**src/rtl/audio_dma.sv**
```systemverilog
// audio_dma: fetches interleaved stereo samples from a memory ring buffer
// and replays them at the sample rate through a small pair FIFO.
module audio_dma #(
  parameter int CLOCK_FREQ  = 10000000,
  parameter int SAMPLE_RATE = 25000,
  parameter int FIFO_DEPTH  = 4
) (
  input  logic        CLK,
  input  logic        RSTb,
  input  logic [1:0]  reg_addr,
  input  logic [15:0] reg_data,
  input  logic        reg_wr,
  output logic [15:0] au_memory_address,
  input  logic [15:0] au_memory_data,
  output logic        au_rvalid,
  input  logic        au_rready,
  output logic [15:0] au_left,
  output logic [15:0] au_right,
  output logic        au_strobe,
  output logic        half_irq,
  output logic        end_irq,
  output logic        underrun
);

  localparam int DIV = CLOCK_FREQ / SAMPLE_RATE;
  localparam int DW  = $clog2(DIV);
  localparam int AW  = $clog2(FIFO_DEPTH);
  localparam int CW  = AW + 1;
  localparam logic [DW-1:0] DIV_LAST = DW'(DIV - 1);
  localparam logic [CW-1:0] DEPTH    = CW'(FIFO_DEPTH);

  localparam logic [2:0] S_IDLE  = 3'd0;
  localparam logic [2:0] S_REQ_L = 3'd1;
  localparam logic [2:0] S_GAP_L = 3'd2;
  localparam logic [2:0] S_REQ_R = 3'd3;
  localparam logic [2:0] S_PUSH  = 3'd4;

  logic [15:0] base_q, len_q, cur_base_q, cur_len_q;
  logic        en_q;
  logic [2:0]  state_q, state_d;
  logic        drop_q, drop_d;
  logic [15:0] offset_q, addr_q, lsmp_q, rsmp_q;
  logic [31:0] mem_q [FIFO_DEPTH];
  logic [AW-1:0] wptr_q, rptr_q;
  logic [CW-1:0] cnt_q;
  logic [DW-1:0] div_q;
  logic [15:0] left_q, right_q;
  logic        strobe_q, underrun_q;

  logic        wr_base, wr_len, wr_ctrl, en_rise, dis_wr;
  logic [15:0] len_fix, off_inc, off_nxt, half_idx, end_idx;
  logic        accept, keep, push, pop, tick, flush;
  logic        fifo_full, fifo_empty;

  assign wr_base = reg_wr && (reg_addr == 2'd0);
  assign wr_len  = reg_wr && (reg_addr == 2'd1);
  assign wr_ctrl = reg_wr && (reg_addr == 2'd2);
  assign en_rise = wr_ctrl && reg_data[0] && !en_q;
  assign dis_wr  = wr_ctrl && !reg_data[0];
  assign len_fix = (reg_data < 16'd4) ? 16'd4 : {reg_data[15:1], 1'b0};

  assign au_rvalid  = (state_q == S_REQ_L) || (state_q == S_REQ_R);
  assign accept     = au_rvalid && au_rready;
  assign keep       = accept && !drop_q;
  assign off_inc    = offset_q + 16'd1;
  assign off_nxt    = (off_inc == cur_len_q) ? 16'd0 : off_inc;
  assign half_idx   = (cur_len_q >> 1) - 16'd1;
  assign end_idx    = cur_len_q - 16'd1;

  assign fifo_full  = (cnt_q == DEPTH);
  assign fifo_empty = (cnt_q == '0);
  assign tick       = en_q && (div_q == DIV_LAST);
  assign pop        = tick && !fifo_empty;
  assign push       = (state_q == S_PUSH) && !drop_q;
  assign flush      = en_rise || (!en_q && state_q == S_IDLE);

  assign au_memory_address = addr_q;
  assign au_left   = left_q;
  assign au_right  = right_q;
  assign au_strobe = strobe_q;
  assign underrun  = underrun_q;
  assign half_irq  = keep && (offset_q == half_idx);
  assign end_irq   = keep && (offset_q == end_idx);

  always_comb begin
    state_d = state_q;
    unique case (state_q)
      S_IDLE:  if (en_q && !dis_wr && !fifo_full) state_d = S_REQ_L;
      S_REQ_L: if (accept) state_d = drop_q ? S_IDLE : S_GAP_L;
      S_GAP_L: state_d = drop_q ? S_IDLE : S_REQ_R;
      S_REQ_R: if (accept) state_d = drop_q ? S_IDLE : S_PUSH;
      S_PUSH:  state_d = S_IDLE;
      default: state_d = S_IDLE;
    endcase
    // a disabled in-flight word is still completed, then thrown away
    drop_d = (drop_q || dis_wr) && (state_d != S_IDLE);
  end

  always_ff @(posedge CLK or negedge RSTb) begin
    if (!RSTb) begin
      base_q     <= '0;
      len_q      <= 16'd4;
      cur_base_q <= '0;
      cur_len_q  <= 16'd4;
      en_q       <= 1'b0;
    end else begin
      if (wr_base) base_q <= reg_data;
      if (wr_len)  len_q  <= len_fix;
      if (wr_ctrl) en_q   <= reg_data[0];
      if (en_rise) begin
        cur_base_q <= base_q;
        cur_len_q  <= len_q;
      end
    end
  end

  always_ff @(posedge CLK or negedge RSTb) begin
    if (!RSTb) begin
      state_q  <= S_IDLE;
      drop_q   <= 1'b0;
      offset_q <= '0;
      addr_q   <= '0;
      lsmp_q   <= '0;
      rsmp_q   <= '0;
    end else begin
      state_q <= state_d;
      drop_q  <= drop_d;
      if (en_rise)   offset_q <= '0;
      else if (keep) offset_q <= off_nxt;
      if (state_d != state_q &&
          (state_d == S_REQ_L || state_d == S_REQ_R))
        addr_q <= cur_base_q + offset_q;
      if (keep && state_q == S_REQ_L) lsmp_q <= au_memory_data;
      if (keep && state_q == S_REQ_R) rsmp_q <= au_memory_data;
    end
  end

  always_ff @(posedge CLK) begin
    if (push) mem_q[wptr_q] <= {lsmp_q, rsmp_q};
  end

  always_ff @(posedge CLK or negedge RSTb) begin
    if (!RSTb) begin
      wptr_q <= '0;
      rptr_q <= '0;
      cnt_q  <= '0;
    end else if (flush) begin
      wptr_q <= '0;
      rptr_q <= '0;
      cnt_q  <= '0;
    end else begin
      if (push) wptr_q <= wptr_q + 1'b1;
      if (pop)  rptr_q <= rptr_q + 1'b1;
      if (push && !pop)      cnt_q <= cnt_q + 1'b1;
      else if (pop && !push) cnt_q <= cnt_q - 1'b1;
    end
  end

  always_ff @(posedge CLK or negedge RSTb) begin
    if (!RSTb) begin
      div_q      <= '0;
      left_q     <= '0;
      right_q    <= '0;
      strobe_q   <= 1'b0;
      underrun_q <= 1'b0;
    end else begin
      if (!en_q || tick) div_q <= '0;
      else               div_q <= div_q + 1'b1;
      strobe_q <= pop;
      if (pop) begin
        left_q  <= mem_q[rptr_q][31:16];
        right_q <= mem_q[rptr_q][15:0];
      end
      if (wr_ctrl)                   underrun_q <= 1'b0;
      else if (tick && fifo_empty)   underrun_q <= 1'b1;
    end
  end

endmodule

```
**config.mk**
```make
export PLATFORM = sky130hd
export DESIGN_NAME = audio_dma
export DESIGN_NICKNAME = d
export VERILOG_FILES = /design/src/rtl/audio_dma.sv
export SDC_FILE = /design/constraint.sdc
export NUM_CORES = 1
export LEC_CHECK = 0
export BUFFER_PORTS_ARGS = -buffer_cell sky130_fd_sc_hd__buf_2
export CORE_AREA = 2 2 238 240
export CTS_CLUSTER_DIAMETER = 80
export DETAILED_ROUTE_END_ITERATION = 7
export DIE_AREA = 0 0 240 242
export RECOVER_POWER = 25
export SYNTH_ARGS = -nofsm -noshare
export SYNTH_HDL_FRONTEND = slang
export SYNTH_SLANG_ARGS = --single-unit
```
**constraint.sdc**
```tcl
create_clock -name CLK -period 8.2 [get_ports CLK]
set_input_delay 0.41 -clock CLK [delete_from_list [all_inputs] [get_ports CLK]]
set_output_delay 0.41 -clock CLK [all_outputs]
set_load 0.05 [all_outputs]
```
After elaboration in Yosys (flattened, before gate mapping)
Memory sizes are Yosys's and may differ from the RTL's. A register that Yosys moved wholly into a read port is not among the register bits.
Cells that the tools add are included.
{ "word_totals": {"register_bits": 151, "mem_bits_rw": 128, "inputBits": 38, "n_memories": 1} }
{ "mem_list": {"columns": ["name", "words", "word_bits", "read_ports", "rd_ports_with_merged_regs", "wr", "line_no", "text"], "rows": [
  ["mem_q", 4, 32, 1, 1, 1, "43", "logic [31:0] mem_q [FIFO_DEPTH];"]
]} }
{ "op_classes": {"addsub": 9, "magnitude_cmp": 1, "n_eq_ne": 14, "n_mux": 23, "reduce_logical": 46} }
{ "op_table": {"columns": ["cell", "n"], "rows": [
  ["$mux 16", 4],
  ["$eq 16x16->1", 3],
  ["$logic_and 1x1->1", 23],
  ["$mux 3", 7],
  ["$add 16x1->16 const B", 1],
  ["$add 16x16->16", 1],
  ["$lt 16x3->1 const B", 1],
  ["$sub 15x1->16 const B", 1],
  ["$sub 16x1->16 const B", 1],
  ["$mux 2", 6],
  ["$pmux 3 s4", 1],
  ["$add 9x1->9 const B", 1],
  ["$eq 3x2->1 const B", 3],
  ["$eq 9x9->1 const B", 1],
  ["$logic_not 1->1", 9],
  ["$mux 9", 1],
  ["$reduce_bool 2->1", 4],
  ["$eq 3x1->1 const B", 2],
  ["$eq 3x3->1 const B", 2],
  ["$logic_not 3->1", 2],
  ["$reduce_bool 3->1", 2],
  ["$logic_or 1x1->1", 5],
  ["$add 2x1->2 const B", 2],
  ["$mux 1", 4],
  ["6 further kinds", 6]
]} }

Depth between registers and ports, before layout
Gate-level depths: netlist (run 1).
{ "logic_depth": {"ltp_word": 11, "ltp_mapped": 13, "mapped_depth_nobuf": 11} }

Worst setup path before layout (run 1)
Ideal clock, no wire load.
{ "synth_timing": {"path_type": "flip-flop to output port", "startpoint": "reg state_q[0]", "endpoint": "out end_irq", "arrival_ns": 3.307, "path_slack_ns": 4.483, "stages_incl_launch_ff": 8, "cell_sequence": "dfrtp_1 -> buf_2 -> nor2b_1 -> nor3b_1 -> nand4_1 -> nor4_1 -> nand4_1 -> nor3_1"} }
{ "synth_via": {"elab_chain_cells": 5} }
{ "synth_rtl": {"columns": ["item", "line_no", "text"], "rows": [
  ["start: declaration", "40", "logic [2:0] state_q, state_d;"],
  ["start signal: assignment", "126", "state_q <= state_d;"],
  ["$eq 3x1->1 or $eq 3x2->1 (tied branches)", "62", "assign au_rvalid = (state_q == S_REQ_L) || (state_q == S_REQ_R);"],
  ["$logic_or 1x1->1 (*)", "62", null],
  ["net au_rvalid", "15", "output logic au_rvalid,"],
  ["$logic_and 1x1->1 (*)", "63", "assign accept = au_rvalid && au_rready;"],
  ["$logic_and 1x1->1 (*)", "64", "assign keep = accept && !drop_q;"],
  ["$logic_and 1x1->1 (*)", "83", "assign end_irq = keep && (offset_q == end_idx);"],
  ["end: declaration", "21", "output logic end_irq,"]
]} }
Mark *: on every way through the listed nets, which the timed path passes. The rest lies on a longest branch.

Worst setup path after layout (run 1)
{ "layout_timing": {"startpoint": "reg cur_len_q[6]", "endpoint": "out half_irq"} }
{ "layout_via": {"elab_chain_cells": 3} }
{ "layout_rtl": {"columns": ["item", "line_no", "text"], "rows": [
  ["start: declaration", "38", "logic [15:0] base_q, len_q, cur_base_q, cur_len_q;"],
  ["start signal: assignment", "112", "cur_len_q <= len_q;"],
  ["$sub 15x1->16", "67", "assign half_idx = (cur_len_q >> 1) - 16'd1;"],
  ["$eq 16x16->1", "82", "assign half_irq = keep && (offset_q == half_idx);"],
  ["$logic_and 1x1->1", "82", null],
  ["end: declaration", "20", "output logic half_irq,"]
]} }
No other way between the ends.

==> flow_summary_export.csv, run 1 <==
group,metric,value,unit
grt,grt_pass1_vias,8150,
routing,vias,8176,
timing,max_clock_freq,254,MHz
critical_path,reg2reg_depth,9,
yosys,yosys_warnings,0,
placed_design,dpl-instance-area,0.0151,mm2
critical_path,cp_common_cell,"nor4_1",
yosys,synthFlopType,"dfrtp_1",
routing,ant_nets,0,
floorplan,initial_core_util,0.247,
floorplan,num_rows,87,
yosys,synth_seq_cells,309,
critical_path,cp_max_fo,9,
final_layout,final_nets,1140,
clocking,worstSkewPairLatency,570,ps
routing,drc,0,
timing,hold_viol_final,9,
clocking,cts_hold_buf,0,
critical_path,crit_path_cell_trace,"or2_1 > or4_1 > nor4_1 > nand2_1 > xor2_1 > xnor2_1 > nor4_1 > and4_1 > buf_2",
critical_path,critPathRequiredTime,7790,ps
yosys,synth_area_per_cell,13.9,um2
job,cap_violations,0,
critical_path,arrival,3530,ps
routing,avgRoutedWirePerCell,16.1,um
floorplan,ioPinCount,91,
routing,drt_first_pass_iters,5,
routing,drt-total-wl,29900,um
power_and_ir_drop,power.density,288,mW/mm2
critical_path,r2r_slack,4970,ps
timing,rsz0062_at_grt,"false",
yosys,synth-seq-area-share,0.608,
timing,period_needed,3940,ps
critical_path,critPathKind,"reg -> out",
placed_design,routabilityCongestion,0.854,
clocking,post_cts_resized,0,
worst_hold_path,hold_class,"in -> async",
timing,setup_violations,0,
critical_path,crit_start,"cur_len_q[6]",
clocking,clk_pin_slew_worst_paths,60,ps
timing,period_share,0.481,
timing,slew_headroom,0.286,
yosys,netlist_instances,992,
final_layout,layout_common_cells,"178 x dfrtp_1, 128 x edfxtp_1, 120 x mux2_2, 89 x buf_2, 52 x nand2_1",
critical_path,crit_path_end_kind,"primary output",
critical_path,slowest_delay,490,ps
clocking,clkSinkCount,309,
final_layout,n_fill_cell,5703,
grt,track_usage,0.104,
timing,hold_slack,-40.6,ps
clocking,numCtsBuffers,29,
critical_path,crit_path_start_kind,"register",
yosys,synth_edf_count,128,
placed_design,dpl.hpwl,20100,um
clocking,clockBufferDepth,3,
routing,drtIter0Drc,410,
timing,max_slew.worst_pin.slew,1070,ps
run_status,violations,"hold timing",
timing,fin_tns_setup,0,ps
clocking,cts_root_buffer,"clkbuf_16",
final_layout,layout_commonest_cell,"dfrtp_1",
power_and_ir_drop,p_leak,6.25,nW
floorplan,die_y,242,um
critical_path,slowest_stage,"nor4_1",
grt,grt_pass1_wl,47600,um
final_layout,drive_gt1_frac,0.292,
critical_path,rr_startpoint,"offset_q[0]",
clocking,h-tree-depth,1,
critical_path,critPathCapture,"half_irq",
routing,via_per_inst,4.40,
grt,antenna_found_initial,5,
final_layout,final_cell_area,0.0160,mm2
clocking,cts_tree,"yes",
timing,skew,11.2,ps
timing,slew_viol_final,0,
yosys,synthArstFlopShare,0.586,
grt,grt_remaining_overflow,0,
run_status,status,"finished with violations",
yosys,synthDistinctLibCells,68,
clocking,cts_setup_buffers,0,
floorplan,die_w,240,um
yosys,syn_nets,1054,
floorplan,die_area,0.0581,mm2
floorplan,core,0.0557,mm2
final_layout,area.growth.synth_to_final,16.5,%
critical_path,worstReg2RegEnd,"offset_q[4]",
yosys,netlist_area,0.0138,mm2
placed_design,io_buffers,90,
power_and_ir_drop,worst_ir_drop_vdd,0.152,mV
grt,grt_start_max_net_pins,112,
## flip-flops by register name, indices dropped and copies added, names as in the netlist, 9 cells and up
register and count:
div_q 9, base_q 16, offset_q 16, lsmp_q 16, au_memory_address 16, cur_len_q 15, au_right 16, cur_base_q 16
len_q 15, mem_q 128, au_left 16, rsmp_q 16
## cell type report
type                       instances  area (um2)  share of cell area
sequential                       309        8380               0.522
clock inverter                    13         136             0.00850
tap                              756         946              0.0590
clock buffer                      41         821              0.0512
inverter                          29         109             0.00678
timing repair buffer             103         557              0.0347
multi-input combinational        606        5090               0.318
antenna                            2        5.00            0.000312
## logic make-up after synthesis
kind of cell	after synthesis	synth area share
buffers and inverters	77	0.0230
adder cells (fa/ha/maj)	24	0.0229
AO/OA/AOI/OAI	127	0.0591
multiplexers	159	0.156
AND/OR/NAND/NOR	223	0.0848
flip-flops	309	0.608
XOR/XNOR	73	0.0464
## synthesized netlist by cell type, drive strengths merged (10+ instances only)
library cell | instances | area, um2
xnor2 | 50 | 438
nor2 | 42 | 158
clkbuf | 28 | 108
dfrtp | 179 | 4480
ha | 22 | 275
nand3 | 33 | 165
buf | 20 | 100
nor3 | 22 | 115
a21oi | 34 | 174
nand2 | 52 | 195
nor4 | 12 | 90.1
inv | 29 | 109
xor2 | 23 | 201
nand4 | 10 | 77.6
mux4 | 32 | 721
edfxtp | 128 | 3840
o21ai | 46 | 230
mux2 | 120 | 1350
## layer usage
layer	part of all wire	GRT usage
met1	0.46	0.142
met2	0.47	0.166
met3	0.045	0.0194
met4	0.026	0.0342
met5	0.0012	0
## worst min-delay path by stage
stage	cells after the start	start	slack (ps)	endpoint
3_3_place_gp	1	div_q[0]	450	div_q[0]
6_report	1	RSTb	-40	au_right[11]
4_1_cts	1	RSTb	10	lsmp_q[15]
5_1_grt	1	RSTb	40	au_right[12]
3_5_place_dp	1	div_q[0]	450	div_q[0]
2_1_floorplan	0	RSTb	110	au_left[0]
## where the power goes
part           internal (mW)  total, mW  switching [mW]
Sequential              1.95       2.23           0.273
Clock                  0.764       1.34           0.576
Combinational          0.448       1.06           0.614
## critical path, delay by kind of cell, from the launching register on
kind	cells	cell delay, ps
flip-flops	1	470
buffers and inverters	1	260
AND/OR/NAND/NOR	6	1850
XOR/XNOR	2	380
## stage by stage
step,util,total power [mW],worst slack [ps],instances,hold WS [ps]
after floorplan,-,3.01,4480,992,114
after global placement,0.271,3.29,4990,1803,447
after detailed placement,0.271,3.33,4920,1803,454
after CTS,0.288,4.69,4290,1857,11.2
after global routing,0.288,4.90,3940,1859,41.4
final,0.288,4.63,4260,1859,-40.6
Power figures use the tool's default switching activity.
==> run 2: changes to the inputs <==
==> constraint.sdc (replaced) <==
create_clock -name CLK -period 4.1 [get_ports CLK]
set_input_delay 0.205 -clock CLK [delete_from_list [all_inputs] [get_ports CLK]]
set_output_delay 0.205 -clock CLK [all_outputs]
set_load 0.05 [all_outputs]
==> run 2 against run 1 <==
Compared with the run above: highest routed layer unchanged; critical path depth did not move; the run ends with capacitance limit, slew limit left; routed wire length rose by 1.2%; sequential cell count stayed put; die area is the same; via count increased by 0.75%; first-iteration DRC count is 11% higher; largest power group unchanged; total power rose by 100%.
==> flow_summary_export.csv, run 2 (same netlist as run 1, synthesis figures left out) <==
group,metric,value,unit
run_status,status,"finished with violations",
run_status,violations,"capacitance limit, slew limit",
critical_path,critPathRequiredTime,3890,ps
grt,grt_pass1_wl,48300,um
worst_hold_path,holdPathStages,3,
critical_path,reg2reg_depth,9,
clocking,cts_root_buffer,"clkbuf_16",
timing,hold_viol_final,0,
final_layout,multi_input_area,0.00510,mm2
clocking,cts_tree,"yes",
critical_path,cp_top_family,"simple AND/OR/NAND/NOR gates",
routing,drt-total-wl,30200,um
grt,antenna_found_initial,2,
grt,grt_pass1_vias,8361,
final_layout,final_nets,1176,
critical_path,crit_path_cell_trace,"or2_1 > or4_1 > nor4_2 > nand2_1 > xor2_1 > xnor2_1 > nor4_1 > and4_1 > buf_2",
routing,vias,8237,
timing,max_clock_freq,272,MHz
placed_design,io_buffers,90,
final_layout,layout_commonest_cell,"dfrtp_1",
routing,via_per_inst,4.35,
grt,track_usage,0.105,
routing,ant_nets,0,
placed_design,dpl.hpwl,20200,um
final_layout,largest_reg_flops,128,
floorplan,initial_core_util,0.247,
clocking,clk_pin_slew_worst_paths,70,ps
final_layout,n_antenna_cell,0,
final_layout,layout_common_cells,"178 x dfrtp_1, 128 x edfxtp_1, 120 x mux2_2, 88 x buf_2, 52 x nand2_1",
grt,grt_start_max_net_pins,110,
floorplan,core,0.0557,mm2
timing,setup_violations,0,
critical_path,crit_cells,9,
floorplan,die_y,242,um
routing,drt_first_pass_iters,5,
floorplan,die_w,240,um
power_and_ir_drop,p_clk_frac,0.302,
grt,grt_remaining_overflow,0,
power_and_ir_drop,pwr-share-comb,0.227,
placed_design,preCtsSetupSlack,837,ps
clocking,cts_setup_buffers,0,
timing,skew,24.6,ps
critical_path,slowest_stage,"or4_1",
critical_path,critPathKind,"reg -> out",
critical_path,cp_num_buf_inv,1,
critical_path,crit_path_end_kind,"primary output",
final_layout,n_fill_cell,5702,
clocking,clockBufferDepth,3,
final_layout,final_cell_area,0.0165,mm2
critical_path,arrival,3470,ps
placed_design,dpl-instance-area,0.0151,mm2
timing,period_share,0.897,
power_and_ir_drop,p_leak,6.42,nW
clocking,numCtsBuffers,30,
routing,avgRoutedWirePerCell,16.0,um
power_and_ir_drop,p_sw_frac,0.318,
power_and_ir_drop,power_switching,3.00,mW
power_and_ir_drop,p_int,6.44,mW
floorplan,die_area,0.0581,mm2
critical_path,cp_max_fo,9,
power_and_ir_drop,p_seq_frac,0.472,
timing,max_slew.worst_pin.slew,2820,ps
critical_path,crit_path_start_kind,"register",
final_layout,top_register,"mem_q",
final_layout,drive_gt1_frac,0.289,
floorplan,ioPinCount,91,
timing,slew_viol_final,110,
timing,rsz0062_at_grt,"false",
timing,period_needed,3680,ps
placed_design,routabilityCongestion,0.833,
timing,fin_ws,421,ps
power_and_ir_drop,finalPower,9.44,mW
clocking,clkSinkCount,309,
critical_path,slowest_delay,490,ps
routing,drtIter0Drc,456,
clocking,h-tree-depth,1,
worst_hold_path,hold_class,"in -> reg",
power_and_ir_drop,worst_ir_drop_vdd,0.346,mV
routing,drc,0,
final_layout,area.growth.synth_to_final,19.5,%
power_and_ir_drop,power.density,573,mW/mm2
timing,fin_tns_setup,0,ps
floorplan,num_rows,87,
final_layout,ff_latch_area,0.00838,mm2
timing,slew_headroom,-0.882,
clocking,worstSkewPairLatency,580,ps
job,cap_violations,1,
## run 2: cell types whose count changed in the layout (fill, tap and decap cells not counted), sizes merged
cell	change
diode	-2
clkinv	+4
inv	+1
buf	+1
clkbuf	-2
bufinv	+1
clkinvlp	-1
dlygate4sd3	+33
## run 2: per-stage QoR
step | hold WS (ps) | cells | util
after detailed placement | 353 | 1805 | 0.271
after global placement | 346 | 1805 | 0.271
after global routing | 56.9 | 1894 | 0.295
after CTS | 31.6 | 1894 | 0.295
final | 76.1 | 1894 | 0.295
after floorplan | -90.6 | 992 | -
## run 2: worst register-to-register path, cell delays in order (launching register included)
cell and delay (ps):
dfrtp_1 520, ha_1 350, nand4_1 220, nor3_1 480
and2_1 220, o21ai_0 130, a2111oi_4 390, a41oi_4 420
a41oi_1 370, a31oi_1 60
## run 2: area by class of cell
class	instances	area share
clock buffers	38	0.0493
clock inverters	18	0.0137
inverters	29	0.00661
multi-input cells	606	0.310
flip-flops and latches	309	0.509
well taps	756	0.0575
repair buffers	138	0.0542
## run 2: metal layers
layer  track usage  part of all wire  vias to the layer above
met5             0            0.0011                        -
met3        0.0196             0.047                       41
met2         0.171              0.47                      133
met4        0.0287             0.018                        4
met1         0.142              0.46                     4145
li1              -                 -                     3914
## run 2: repair_timing
action                                  CTS  global route
endpoints found under the setup margin    0             1
hold endpoints to repair                167             0
resized for setup                         0             1
hold buffers                             33             0
## run 2: power groups by stage
stage | clock network [mW] | registers, mW | logic [mW]
5_1_grt | 3.05 | 4.54 | 2.39
6_report | 2.85 | 4.45 | 2.14
2_1_floorplan | 0 | 4.46 | 1.56
4_1_cts | 2.93 | 4.45 | 2.17
3_5_place_dp | 0 | 4.51 | 2.13
3_3_place_gp | 0 | 4.46 | 2.12
## run 2: final timing paths
| kind | endpoint | slack [ps] | from |
|---|---|---|---|
| hold / removal | underrun | 80 | reg_wr |
| setup / recovery | half_irq | 420 | cur_len_q[6] |
| max in group asynchronous | au_memory_address[6] | 1360 | RSTb |
| min in group asynchronous | rsmp_q[14] | 980 | RSTb |
| setup reg to reg | offset_q[4] | 800 | offset_q[0] |
| hold reg to reg | au_memory_address[6] | 470 | au_memory_address[6] |
==> run 3: changes to the inputs <==
--- a/config.mk
+++ b/config.mk
@@ -10,7 +10,10 @@
 export CTS_CLUSTER_DIAMETER = 80
 export DETAILED_ROUTE_END_ITERATION = 7
 export DIE_AREA = 0 0 240 242
+export PLACE_DENSITY = 0.42
 export RECOVER_POWER = 25
+export SKIP_LAST_GASP = 1
+export SLEW_MARGIN = 25
 export SYNTH_ARGS = -nofsm -noshare
 export SYNTH_HDL_FRONTEND = slang
 export SYNTH_SLANG_ARGS = --single-unit
==> run 3 against run 2 <==
Compared with the run above: the flow still finishes with violations (capacitance limit, slew limit); sequential cell count unchanged; clock power up 13%; die area is the same.
==> flow_summary_export.csv, run 3 (same netlist as run 1, synthesis figures left out) <==
group,metric,value,unit
run_status,status,"finished with violations",
run_status,violations,"capacitance limit, slew limit",
routing,drt-total-wl,33600,um
floorplan,die_w,240,um
clocking,worstSkewPairLatency,550,ps
timing,slew_viol_final,94,
power_and_ir_drop,p_leak,6.51,nW
grt,grt_remaining_overflow,0,
routing,drt_first_pass_iters,5,
timing,period_share,0.893,
grt,track_usage,0.119,
worst_hold_path,hold_path_end,"en_q",
timing,max_slew.worst_pin.slew,2670,ps
final_layout,largest_reg_flops,128,
power_and_ir_drop,finalPower,9.87,mW
floorplan,initial_core_util,0.247,
final_layout,area.growth.synth_to_final,20.9,%
grt,met3_usage,0.0230,
floorplan,ioPinCount,91,
timing,setup_violations,0,
worst_hold_path,hold_start,"reg_wr",
grt,antenna_found_initial,0,
routing,via_per_inst,4.39,
critical_path,worstReg2RegEnd,"offset_q[4]",
clocking,clk_pin_slew_worst_paths,60,ps
placed_design,routabilityCongestion,0.791,
floorplan,die_y,242,um
placed_design,dpl.hpwl,21900,um
worst_hold_path,holdPathStages,3,
routing,avgRoutedWirePerCell,17.6,um
routing,drtIter0Drc,416,
final_layout,drive_gt1_frac,0.292,
floorplan,num_rows,87,
timing,slew_headroom,-0.782,
floorplan,die_area,0.0581,mm2
routing,ant_nets,0,
power_and_ir_drop,power.density,593,mW/mm2
grt,use_met2,0.176,
grt,grt_use_met1,0.176,
final_layout,layout_commonest_cell,"dfrtp_1",
job,cap_violations,1,
final_layout,n_antenna_cell,0,
timing,skew,16.0,ps
timing,fin_tns_setup,0,ps
worst_hold_path,hold_class,"in -> reg",
routing,drc,0,
clocking,h-tree-depth,2,
grt,grt_pass1_wl,53200,um
placed_design,dpl-instance-area,0.0151,mm2
grt,grt_pass1_vias,8554,
timing,max_clock_freq,273,MHz
timing,rsz0062_at_grt,"false",
critical_path,crit_path_start_kind,"register",
critical_path,critPathKind,"reg -> out",
power_and_ir_drop,worst_ir_drop_vdd,0.248,mV
clocking,cts_tree,"yes",
critical_path,arrival,3460,ps
critical_path,critPathRequiredTime,3890,ps
clocking,clkSinkCount,309,
clocking,cts_root_buffer,"clkbuf_16",
final_layout,layout_common_cells,"178 x dfrtp_1, 128 x edfxtp_1, 120 x mux2_2, 88 x buf_2, 52 x nand2_1",
critical_path,crit_path_end_kind,"primary output",
placed_design,io_buffers,90,
clocking,clockBufferDepth,3,
routing,vias,8336,
timing,hold_slack,141,ps
critical_path,reg2reg_depth,9,
final_layout,top_register,"mem_q",
final_layout,final_nets,1180,
final_layout,final_cell_area,0.0166,mm2
grt,busiest_layer,"met2",
clocking,numCtsBuffers,36,
critical_path,r2r_slack,850,ps
critical_path,rr_startpoint,"offset_q[0]",
clocking,cts_setup_buffers,0,
floorplan,core,0.0557,mm2
timing,hold_viol_final,0,
timing,period_needed,3660,ps
grt,grt_start_max_net_pins,95,
final_layout,n_fill_cell,5687,
critical_path,cp_max_fo,9,
## run 3: cell type report
| cell class | count | area (um2) | area share |
|---|---|---|---|
| Sequential cell | 309 | 8380 | 0.503 |
| Multi-Input combinational cell | 606 | 5120 | 0.307 |
| Clock buffer | 50 | 1030 | 0.0622 |
| Tap cell | 756 | 946 | 0.0568 |
| Timing Repair Buffer | 136 | 890 | 0.0534 |
| Clock inverter | 15 | 174 | 0.0104 |
| Inverter | 29 | 109 | 0.00654 |
## run 3: worst max-delay path: stages, from the launching register on
cell	delay [ps]
dfrtp_1	480
or2_1	330
or4_1	490
nor4_2	350
nand2_1	110
xor2_1	240
xnor2_1	120
nor4_1	280
and4_1	250
buf_2	260
## run 3: per-layer routing
| layer | wire length (um) | vias to the layer above |
|---|---|---|
| met5 | 0 | - |
| met4 | 725 | 0 |
| met3 | 1180 | 36 |
| met2 | 14900 | 118 |
| met1 | 16800 | 4258 |
| li1 | - | 3924 |
## run 3: how the worst max path moves through the flow
| stage | startpoint | slack (ps) | end | cells after the start |
|---|---|---|---|---|
| 4_1_cts | cur_len_q[6] | 210 | half_irq | 9 |
| 5_1_grt | cur_len_q[6] | 140 | half_irq | 9 |
| 2_1_floorplan | state_q[0] | 590 | end_irq | 7 |
| 3_3_place_gp | cur_len_q[6] | 770 | half_irq | 9 |
| 3_5_place_dp | cur_len_q[6] | 820 | half_irq | 9 |
| 6_report | cur_len_q[6] | 440 | half_irq | 9 |
## run 3: metrics by stage
stage | util | setup slack [ps] | instances
2_1_floorplan | - | 588 | 992
6_report | 0.299 | 439 | 1901
3_3_place_gp | 0.271 | 774 | 1803
3_5_place_dp | 0.271 | 822 | 1803
5_1_grt | 0.299 | 141 | 1901
4_1_cts | 0.299 | 211 | 1901
## run 3: what timing repair did
action,CTS,global route
gates resized for setup,0,1
endpoints found under the setup margin,0,1
endpoints found under the hold margin,155,0
hold buffers,33,0
## run 3: power by group
group	total [mW]	leakage (nW)	switching [mW]	internal, mW
registers	4.47	3.47	0.563	3.91
clock network	3.23	0.587	1.32	1.91
logic	2.17	2.46	1.25	0.924
